==> src/rtl/rgb_ctrl_pkg.sv <==
// rgb_ctrl_pkg: shared types and constants for the RGB comparator sequencer.
//   state_t   - sequencer states (IDLE, SETTLE, SHOW)
//   rgb_t     - captured comparator result {r, g, b}
//   SCAN_LAST - index of the last operand pair in a self-test scan
//   cnt_width - counter width for an N-cycle phase ($clog2, minimum 1)
package rgb_ctrl_pkg;

  typedef enum logic [1:0] {
    IDLE   = 2'd0,
    SETTLE = 2'd1,
    SHOW   = 2'd2
  } state_t;

  typedef struct packed {
    logic r;  // a >= b
    logic g;  // b >= a
    logic b;  // a != b
  } rgb_t;

  localparam logic [3:0] SCAN_LAST = 4'd15;

  function automatic int cnt_width(input int n);
    return (n <= 2) ? 1 : $clog2(n);
  endfunction

endpackage

==> src/rtl/rgb_pwm.sv <==
// rgb_pwm: free-running PWM counter and brightness compare.
//   clk, rst    - system clock, synchronous active-high reset
//   brightness  - duty setting; 0 = always off, max = (2^PWM_BITS-1)/2^PWM_BITS
//   en          - enable for the NEXT cycle: high when the counter value that
//                 will be present after the coming edge is below brightness.
//                 The parent registers its LED outputs from this, so the
//                 registered LED lines up with the counter value of its cycle.
module rgb_pwm #(
  parameter int PWM_BITS = 4
) (
  input  logic                clk,
  input  logic                rst,
  input  logic [PWM_BITS-1:0] brightness,
  output logic                en
);

  logic [PWM_BITS-1:0] cnt;
  logic [PWM_BITS-1:0] cnt_next;

  // Natural wrap from all-ones back to zero.
  assign cnt_next = cnt + PWM_BITS'(1);
  assign en       = (cnt_next < brightness);

  always_ff @(posedge clk) begin
    if (rst) begin
      cnt <= '0;
    end else begin
      cnt <= cnt_next;
    end
  end

endmodule

==> src/rtl/rgb_cmp_ctrl.sv <==
// rgb_cmp_ctrl: sequencer for the 2-bit RGB comparator datapath.
// Accepts operand pairs, drives them to the comparator, waits for it to
// settle, captures {r,g,b} and shows it on PWM-dimmed LEDs for a hold time.
// scan_start runs all 16 pairs (a outer loop, b inner loop) as a self-test.
//
// Ports:
//   clk, rst           - system clock, synchronous active-high reset
//   in_valid/in_ready  - operand handshake; in_a/in_b are the operands
//   scan_start         - one-cycle pulse starting a 16-pair scan
//   brightness         - LED duty, sampled live
//   cmp_a, cmp_b       - registered operands to the comparator
//   cmp_r/cmp_g/cmp_bl - comparator results
//   res                - last captured {r,g,b}, held until the next capture
//   led_r/led_g/led_b  - PWM-gated result bits, only during SHOW
//   busy               - high whenever the sequencer is not IDLE
//   done               - one-cycle pulse after a single op or a full scan
//
// Handshake: a pair transfers on a clock edge where in_valid and in_ready are
// both high. in_ready is combinational, high only in IDLE while scan_start is
// low, so a simultaneous scan_start wins and the pair is not taken. in_valid
// carries no obligation to stay asserted and is ignored while busy.
module rgb_cmp_ctrl
  import rgb_ctrl_pkg::*;
#(
  parameter int SETTLE_CYCLES = 2,
  parameter int HOLD_CYCLES   = 1000,
  parameter int PWM_BITS      = 4
) (
  input  logic                clk,
  input  logic                rst,
  input  logic                in_valid,
  input  logic [1:0]          in_a,
  input  logic [1:0]          in_b,
  output logic                in_ready,
  input  logic                scan_start,
  input  logic [PWM_BITS-1:0] brightness,
  output logic [1:0]          cmp_a,
  output logic [1:0]          cmp_b,
  input  logic                cmp_r,
  input  logic                cmp_g,
  input  logic                cmp_bl,
  output logic [2:0]          res,
  output logic                led_r,
  output logic                led_g,
  output logic                led_b,
  output logic                busy,
  output logic                done
);

  localparam int SW = cnt_width(SETTLE_CYCLES);
  localparam int HW = cnt_width(HOLD_CYCLES);
  localparam logic [SW-1:0] SETTLE_LAST = SW'(SETTLE_CYCLES - 1);
  localparam logic [HW-1:0] HOLD_LAST   = HW'(HOLD_CYCLES - 1);

  state_t      state;
  logic [SW-1:0] settle_cnt;
  logic [HW-1:0] hold_cnt;
  logic [3:0]  scan_idx;
  logic [3:0]  scan_idx_next;
  logic        scan_on;
  rgb_t        res_q;
  rgb_t        cmp_res;
  logic [2:0]  led_q;
  logic        pwm_en;

  rgb_pwm #(
    .PWM_BITS(PWM_BITS)
  ) u_pwm (
    .clk       (clk),
    .rst       (rst),
    .brightness(brightness),
    .en        (pwm_en)
  );

  assign in_ready      = (state == IDLE) & ~scan_start;
  assign scan_idx_next = scan_idx + 4'd1;
  assign cmp_res       = '{r: cmp_r, g: cmp_g, b: cmp_bl};

  assign res   = res_q;
  assign led_r = led_q[2];
  assign led_g = led_q[1];
  assign led_b = led_q[0];

  // LEDs are registered from the state being entered, so they are lit for
  // exactly the SHOW cycles and dark in the first IDLE/SETTLE cycle after.
  always_ff @(posedge clk) begin
    if (rst) begin
      state      <= IDLE;
      settle_cnt <= '0;
      hold_cnt   <= '0;
      scan_idx   <= '0;
      scan_on    <= 1'b0;
      cmp_a      <= '0;
      cmp_b      <= '0;
      res_q      <= '0;
      led_q      <= '0;
      busy       <= 1'b0;
      done       <= 1'b0;
    end else begin
      done  <= 1'b0;
      led_q <= '0;
      case (state)
        IDLE: begin
          if (scan_start) begin
            state      <= SETTLE;
            busy       <= 1'b1;
            scan_on    <= 1'b1;
            scan_idx   <= '0;
            cmp_a      <= 2'd0;
            cmp_b      <= 2'd0;
            settle_cnt <= '0;
          end else if (in_valid) begin
            state      <= SETTLE;
            busy       <= 1'b1;
            cmp_a      <= in_a;
            cmp_b      <= in_b;
            settle_cnt <= '0;
          end
        end

        SETTLE: begin
          if (settle_cnt == SETTLE_LAST) begin
            res_q    <= cmp_res;
            led_q    <= cmp_res & {3{pwm_en}};
            hold_cnt <= '0;
            state    <= SHOW;
          end else begin
            settle_cnt <= settle_cnt + SW'(1);
          end
        end

        SHOW: begin
          if (hold_cnt == HOLD_LAST) begin
            if (scan_on && (scan_idx != SCAN_LAST)) begin
              // a is the outer loop: index bits [3:2] are a, [1:0] are b.
              scan_idx   <= scan_idx_next;
              cmp_a      <= scan_idx_next[3:2];
              cmp_b      <= scan_idx_next[1:0];
              settle_cnt <= '0;
              state      <= SETTLE;
            end else begin
              scan_on <= 1'b0;
              busy    <= 1'b0;
              done    <= 1'b1;
              state   <= IDLE;
            end
          end else begin
            hold_cnt <= hold_cnt + HW'(1);
            led_q    <= res_q & {3{pwm_en}};
          end
        end

        default: begin
          state <= IDLE;
          busy  <= 1'b0;
        end
      endcase
    end
  end

endmodule

==> config.mk <==
export PLATFORM = sky130hd
export DESIGN_NAME = rgb_cmp_ctrl
export DESIGN_NICKNAME = d
export VERILOG_FILES = /design/src/rtl/rgb_ctrl_pkg.sv /design/src/rtl/rgb_pwm.sv /design/src/rtl/rgb_cmp_ctrl.sv
export SDC_FILE = /design/constraint.sdc
export NUM_CORES = 1
export LEC_CHECK = 0
export ABC_CLOCK_PERIOD_IN_PS = 2250
export BUFFER_PORTS_ARGS = -buffer_cell sky130_fd_sc_hd__buf_2
export CORE_MARGIN = 3
export CORE_UTILIZATION = 35
export CTS_BUF_LIST = sky130_fd_sc_hd__clkbuf_4
export DETAILED_ROUTE_END_ITERATION = 10
export PLACE_DENSITY = 0.57
export SLEW_MARGIN = 20
export SYNTH_ARGS = -nofsm -noshare
export SYNTH_HDL_FRONTEND = slang
export SYNTH_SLANG_ARGS = --single-unit
==> constraint.sdc <==
create_clock -name clk -period 2.25 [get_ports clk]
set_input_delay 0.225 -clock clk [delete_from_list [all_inputs] [get_ports clk]]
set_output_delay 0.225 -clock clk [all_outputs]
set_load 0.005 [all_outputs]
==> summary.txt, run 1 <==
Synthesis
  • Most numerous cell in the Yosys netlist: dfxtp_1
  • Post-Syn Instances: 213
  • Number of synthesized flops with an enable pin: 0
  • Yosys cell types: 52
  • Post-synth top area cell: dfxtp_1
  • Cell Area, Synth: 0.00187 mm2
  • Post-synthesis sequential area ratio: 0.364
  • Most frequent cells after synthesis: 34 x dfxtp_1, 19 x nand2_1, 16 x a21oi_1, 11 x ha_1, 11 x nor2_1
  • Yosys warnings: 0
  • Avg Cell Area, Syn: 8.79 um2
  • Async S/R FF share, synth: 0
  • Synth top area share: 0.364
  • Prevailing post-synth register cell: dfxtp_1
  • #FFs+latches synth: 34
  • Largest cells by area after synthesis: dfxtp_1 36%, ha_1 7.4%, a21oi_1 4.3%
  • Syn nets: 239

Status
  • Status: completed

GRT
  • Most crowded layer after global routing: met2
  • Initial antenna violation count: 0
  • Total track usage: 0.148
  • Largest net degree at the start of global routing: 24
  • Number of global-route vias before repair: 1595
  • GRT met3 Usage: 0.0374
  • Total global routing overflow: 0
  • First-pass GRT wire length: 7530 um
  • Met1 usage: 0.206
  • Met2 usage: 0.229

CTS
  • CTS resizes: 0
  • Clock latency on the worst-skew pair: 330 ps
  • CTS H-tree lvls: 2
  • Clk root buf: clkbuf_4
  • CTS tree: built
  • Setup Buffers After CTS: 0
  • # clock sinks: 34
  • Hold bufs inserted after CTS: 0
  • Max Root-Sink Buffers: 2
  • Clk slew on worst S/H paths: 100 ps
  • Cts bufs inserted: 5

Setup path
  • Startpoint type of the worst setup path: flip-flop
  • Crit path cell chain: inv_1 -> ha_1 -> nor3b_4 -> nor3b_2 -> a21o_1 -> a211oi_1
  • Worst Path Buf+Inv: 1
  • Crit path kind: reg2reg
  • Crit path max fanout: 7
  • Top cell family by delay on the critical path: simple AND/OR/NAND/NOR gates
  • Critical path data arrival time: 2250 ps
  • Slowest stage delay, CP: 520 ps
  • CP endpoint kind: flip-flop
  • Worst EP required: 2490 ps
  • Critical path's slowest cell: nor3b_4

Drt
  • Via-to-Cell Ratio: 5.22
  • Via Count: 1635
  • DRC: 0
  • Routed WL: 4250 um
  • WL/cell: 13.6 um
  • TritonRoute pass-1 iters: 4
  • Antenna Violating Nets Remaining: 0
  • 1st-iter DRT viols: 90

Timing
  • Skew final: 13.4 ps
  • Final Cycle Share: 0.894
  • Final min period: 2010 ps
  • Setup TNS: 0 ps
  • Slew Limit Fails: 0
  • Fmax: 497 MHz
  • Final Hold Fails: 0
  • Final setup vio count: 0
  • Unrepaired setup endpoints after global routing: no
  • Worst-Margin Slew: 519 ps
  • Worst slew margin: 0.651

Placed design
  • Placed Instances: 305
  • Input/output buffers: 27
  • RD Place Congestion: 0.776
  • DP Wirelength: 3080 um

Floorplan
  • Initial Util: 0.379
  • Chip Width: 79.1 um
  • IO Count: 28
  • Die area: 0.00626 mm2
  • DIE HEIGHT: 79.1 um
  • Core area: 0.00494 mm2
  • Rows: 25

Cells and area
  • Area Overhead vs Synth: 15.6%
  • # diodes: 0
  • Final std cells w/o fill: 313
  • # nets final: 271
  • Layout cells sized above 1: 0.203
  • Finished Core Util: 0.438

Power and ir drop
  • Final Power: 1.55 mW
  • VDD IR-drop max: 0.290 mV
  • Pleak: 0.896 nW
  • Power per cell area: 718 mW/mm2

Worst hold path
  • Hold crit path type: in2reg

Run
  • Max-Cap Viols: 0
-- cells in the final DEF (no fill, tap or decap), types with 2 or more instances in the layout --
| cell type | instances |
|---|---|
| nand4_1 | 2 |
| inv_1 | 9 |
| buf_4 | 8 |
| nand4b_1 | 2 |
| and2_1 | 3 |
| nor3b_1 | 2 |
| nor4_1 | 4 |
| ha_1 | 11 |
| a211oi_1 | 8 |
| and3_1 | 5 |
| o31a_1 | 2 |
| nand2_1 | 19 |
| o211ai_1 | 2 |
| dfxtp_1 | 34 |
| clkinv_1 | 4 |
| nor3_1 | 9 |
| a31oi_1 | 2 |
| o21ai_0 | 7 |
| xor2_1 | 3 |
| nand3_1 | 9 |
| clkbuf_4 | 5 |
| o31ai_1 | 3 |
| mux2i_1 | 6 |
| buf_2 | 27 |
| a21o_1 | 2 |
| nor2_1 | 11 |
| o21a_1 | 4 |
| a21oi_1 | 16 |
| nor2b_1 | 3 |
-- power by group --
| group | internal, mW | switching (mW) |
|---|---|---|
| Clock | 0.111 | 0.203 |
| Sequential | 0.667 | 0.0554 |
| Combinational | 0.233 | 0.283 |
-- layout make-up --
cell class                      instances  area [um2]
Sequential cell                        34         681
Inverter                               10        37.5
Timing Repair Buffer                   35         195
Fill cell                             539        2780
Multi-Input combinational cell        159        1120
Clock inverter                          3        11.3
Clock buffer                            5        37.5
Tap cell                               67        83.8
-- flip-flops by register name, summed over array words and instances, names as in the netlist, 2 cells and up --
name	count
scan_idx	4
u_pwm.cnt	4
res	3
cmp_a	2
state	2
led_q	3
hold_cnt	10
cmp_b	2
-- cell families (layout without fill, tap and decap cells) --
family	Yosys count	in the layout	synth area share
AND/OR/NAND/NOR	79	79	0.235
AO/OA/AOI/OAI	58	58	0.225
flip-flops	34	34	0.364
buffers and inverters	20	53	0.0468
adder cells (fa/ha/maj)	11	11	0.0735
multiplexers	7	7	0.0381
XOR/XNOR	4	4	0.0187
-- metal layers --
layer,wire length [um],share of wire
met1,2220,0.52
met2,1860,0.44
met3,149,0.035
met4,21,0.0049
met5,0,0
-- stage by stage --
stage          cell area, um2  setup slack (ps)  hold WS [ps]
5_1_grt                  2160              60.3           171
3_5_place_dp             2100               201           447
4_1_cts                  2150               173           152
2_1_floorplan            1870               507           394
3_3_place_gp             2100               231           447
6_report                 2160               238           167
-- worst paths after layout --
| check | to | slack (ps) | cells past startpoint | start |
|---|---|---|---|---|
| max | cmp_a[1] | 240 | 6 | state[0] |
| min reg2reg | busy | 470 | 2 | busy |
| min | cmp_b[1] | 170 | 3 | in_b[1] |
| max reg2reg | cmp_a[1] | 240 | 6 | state[0] |
-- worst min-delay path, cell delays in order --
cell,delay [ps]
buf_2,90
nand2_1,50
a311oi_1,80
Note: power is estimated with default switching activity, not from simulation.
==> inputs of run 2 (changes only) <==
--- a/config.mk
+++ b/config.mk
@@ -5,14 +5,13 @@
 export SDC_FILE = /design/constraint.sdc
 export NUM_CORES = 1
 export LEC_CHECK = 0
-export ABC_CLOCK_PERIOD_IN_PS = 2250
+export ABC_CLOCK_PERIOD_IN_PS = 1850
 export BUFFER_PORTS_ARGS = -buffer_cell sky130_fd_sc_hd__buf_2
 export CORE_MARGIN = 3
 export CORE_UTILIZATION = 35
 export CTS_BUF_LIST = sky130_fd_sc_hd__clkbuf_4
 export DETAILED_ROUTE_END_ITERATION = 10
-export PLACE_DENSITY = 0.57
-export SLEW_MARGIN = 20
+export PLACE_DENSITY = 0.59
 export SYNTH_ARGS = -nofsm -noshare
 export SYNTH_HDL_FRONTEND = slang
 export SYNTH_SLANG_ARGS = --single-unit
==> constraint.sdc (replaced) <==
create_clock -name clk -period 1.85 [get_ports clk]
set_input_delay 0.185 -clock clk [delete_from_list [all_inputs] [get_ports clk]]
set_output_delay 0.185 -clock clk [all_outputs]
set_load 0.005 [all_outputs]
==> run 2 against run 1 <==
  * Worst hold slack worse by 67 ps
  * Maximum frequency is 16% higher
  * Flip-flop and latch count is the same
  * Die area did not move
  * Power is 41% higher
  * Non-clock buffer count increased by 10
  * Cell count grew 3.2%
  * Worst setup slack got worse by 130 ps
  * Clock skew decreased by 0.54 ps
  * Combinational power increased by 48%
  * Clock-buffer cell count unchanged
  * Global-route usage increased by 0.81 points
==> summary.txt, run 2 (synthesis results as in run 1) <==
Power and ir drop
  • Final Power: 2.20 mW (+41%)
  • VDD IR-drop max: 0.382 mV (+32%)
  • Comb power frac: 0.348 (+0.016)
  • Power per cell area: 934 mW/mm2 (+30%)
  • Switching part of the total: 0.335 (-0.0140)
  • Clk pwr share: 0.256 (+0.054)
  • Sequential Power Share: 0.396 (-0.069)
  • Switch Pwr: 0.736 mW (+36%)
  • Pleak: 0.974 nW (+8.7%)
  • Internal power: 1.46 mW (+45%)

Floorplan
  • Core area: 0.00494 mm2 (unchanged)
  • Chip Width: 79.1 um (unchanged)
  • Rows: 25 (unchanged)
  • DIE HEIGHT: 79.1 um (unchanged)
  • Initial Util: 0.379 (unchanged)
  • IO Count: 28 (unchanged)
  • Die area: 0.00626 mm2 (unchanged)

Drt
  • Via-to-Cell Ratio: 5.36 (+2.7%)
  • Antenna Violating Nets Remaining: 0 (unchanged)
  • WL/cell: 14.2 um (+4.4%)
  • TritonRoute pass-1 iters: 4 (unchanged)
  • DRC: 0 (unchanged)
  • Routed WL: 4580 um (+7.7%)
  • 1st-iter DRT viols: 84 (-6.7%)
  • Via Count: 1732 (+5.9%)

CTS
  • # clock sinks: 34 (unchanged)
  • Clk slew on worst S/H paths: 120 ps (+20 ps)
  • Clock latency on the worst-skew pair: 350 ps (+20 ps)
  • Max Root-Sink Buffers: 2 (unchanged)
  • Cts bufs inserted: 5 (unchanged)
  • Hold bufs inserted after CTS: 0 (unchanged)
  • Clk root buf: clkbuf_4
  • CTS tree: built
  • CTS H-tree lvls: 2 (unchanged)

Setup path
  • Reg2reg end: settle_cnt
  • Critical Path Start: hold_cnt[0]
  • Critical path's slowest cell: dfxtp_2
  • Crit path cell chain: ha_4 -> nand4b_1 -> o31a_1 -> buf_4 -> nor4_4 -> mux2i_1
  • Crit path kind: reg2reg
  • Crit path max fanout: 11 (+4)
  • Slowest stage delay, CP: 400 ps (-120 ps)
  • CP endpoint kind: flip-flop
  • R2r setup slk: 110 ps (-130 ps)
  • FF-to-FF Start: hold_cnt[0]
  • Startpoint type of the worst setup path: flip-flop
  • Reg2Reg Depth: 6 (unchanged)
  • Critical path data arrival time: 2020 ps (-230 ps)
  • Worst EP required: 2130 ps (-360 ps)
  • Crit path capture: settle_cnt

Cells and area
  • Top flop regs: hold_cnt (10), scan_idx (4), u_pwm.cnt (4)
  • Filler instances: 506 (-6.1%)
  • # diodes: 0 (unchanged)
  • Design Area, Final: 0.00235 mm2 (+8.8%)
  • # nets final: 281 (+3.7%)
  • Top reg by flops: hold_cnt
  • Area Overhead vs Synth: 25.7%
  • Most common cell after layout, fill and taps aside: dfxtp_1
  • Final std cells w/o fill: 323 (+3.2%)
  • Max FFs per register: 10 (unchanged)
  • Layout cells sized above 1: 0.297 (+0.0936)
  • Most frequent cells in the layout: 31 x dfxtp_1, 27 x buf_2, 19 x nand2_1
  • Finished Core Util: 0.476 (+0.0385)

GRT
  • Largest net degree at the start of global routing: 24 (unchanged)
  • Number of global-route vias before repair: 1663 (+4.3%)
  • Total global routing overflow: 0 (unchanged)
  • Initial antenna violation count: 0 (unchanged)
  • Total track usage: 0.156 (+0.00813)
  • First-pass GRT wire length: 7850 um (+4.2%)

Timing
  • Final Hold Fails: 0 (unchanged)
  • Worst-Margin Slew: 460 ps (-59.5 ps)
  • Slew Limit Fails: 0 (unchanged)
  • Final Cycle Share: 0.940 (+0.0461)
  • Final min period: 1740 ps (-272 ps)
  • PnR worst setup slack: 111 ps (-128 ps)
  • Final setup vio count: 0 (unchanged)
  • Fmax: 575 MHz (+16%)
  • Skew final: 12.9 ps (-0.537 ps)
  • Setup TNS: 0 ps (unchanged)
  • Unrepaired setup endpoints after global routing: no
  • Worst slew margin: 0.693 (+0.0420)
  • Fin Hold WS: 99.6 ps (-67.2 ps)

Status
  • Status: completed

Worst hold path
  • Hold crit path type: in2reg

Placed design
  • DP Wirelength: 3220 um (+4.5%)
  • Setup WS pre-CTS: 39.3 ps (-161 ps)
  • Placed Instances: 314 (+3.0%)
  • RD Place Congestion: 0.809 (+4.3%)
  • Input/output buffers: 27 (unchanged)
  • Cell Area, Placed: 0.00218 mm2 (+3.8%)

Run
  • Max-Cap Viols: 0 (unchanged)
-- run 2: critical path, delay by kind of cell, from the launching register on --
| kind | cells | cell delay (ps) |
|---|---|---|
| compound gates | 1 | 280 |
| fa+ha+maj | 1 | 170 |
| buf+inv | 1 | 190 |
| flops | 1 | 400 |
| mux | 1 | 200 |
| simple gates | 2 | 420 |
-- run 2: worst min path at each step --
| stage | from | endpoint | slack (ps) | cells after the start |
|---|---|---|---|---|
| after floorplan | in_b[1] | cmp_b[1] | 350 | 2 |
| after global placement | u_pwm.cnt[0] | u_pwm.cnt[0] | 450 | 1 |
| after detailed placement | u_pwm.cnt[0] | u_pwm.cnt[0] | 460 | 1 |
| after CTS | in_b[1] | cmp_b[1] | 100 | 3 |
| after global routing | in_b[1] | cmp_b[1] | 100 | 3 |
| final | in_b[1] | cmp_b[1] | 100 | 3 |
-- run 2: power by group through the flow --
stage / clock network (mW) / logic [mW] / registers (mW)
final: 0.562 / 0.765 / 0.871
after detailed placement: 0 / 0.695 / 0.884
after floorplan: 0 / 0.430 / 0.881
after global placement: 0 / 0.697 / 0.880
after global routing: 0.608 / 0.850 / 0.883
after CTS: 0.566 / 0.706 / 0.866
-- run 2: layer usage --
layer	global-route usage	vias up	wire length, um
li1	-	874	-
met1	0.211	808	2260
met2	0.249	43	2040
met3	0.0329	7	225
met4	0.0464	0	45
met5	0	-	0
-- run 2: layout make-up --
cell class / instances / area [um2] / share of cell area
clock inverter: 3 / 40.0 / 0.0170
sequential: 34 / 684 / 0.291
multi-input combinational: 159 / 1180 / 0.503
tap: 67 / 83.8 / 0.0356
clock buffer: 5 / 37.5 / 0.0159
inverter: 10 / 41.3 / 0.0175
timing repair buffer: 45 / 283 / 0.120
-- run 2: what timing repair did --
action                                 4_1_cts  5_1_grt
pin swaps                                    0        0
buffers inserted                             0        1
resized for setup                            1       18
endpoints found under the hold margin        0        0
setup endpoints to repair                    1       21
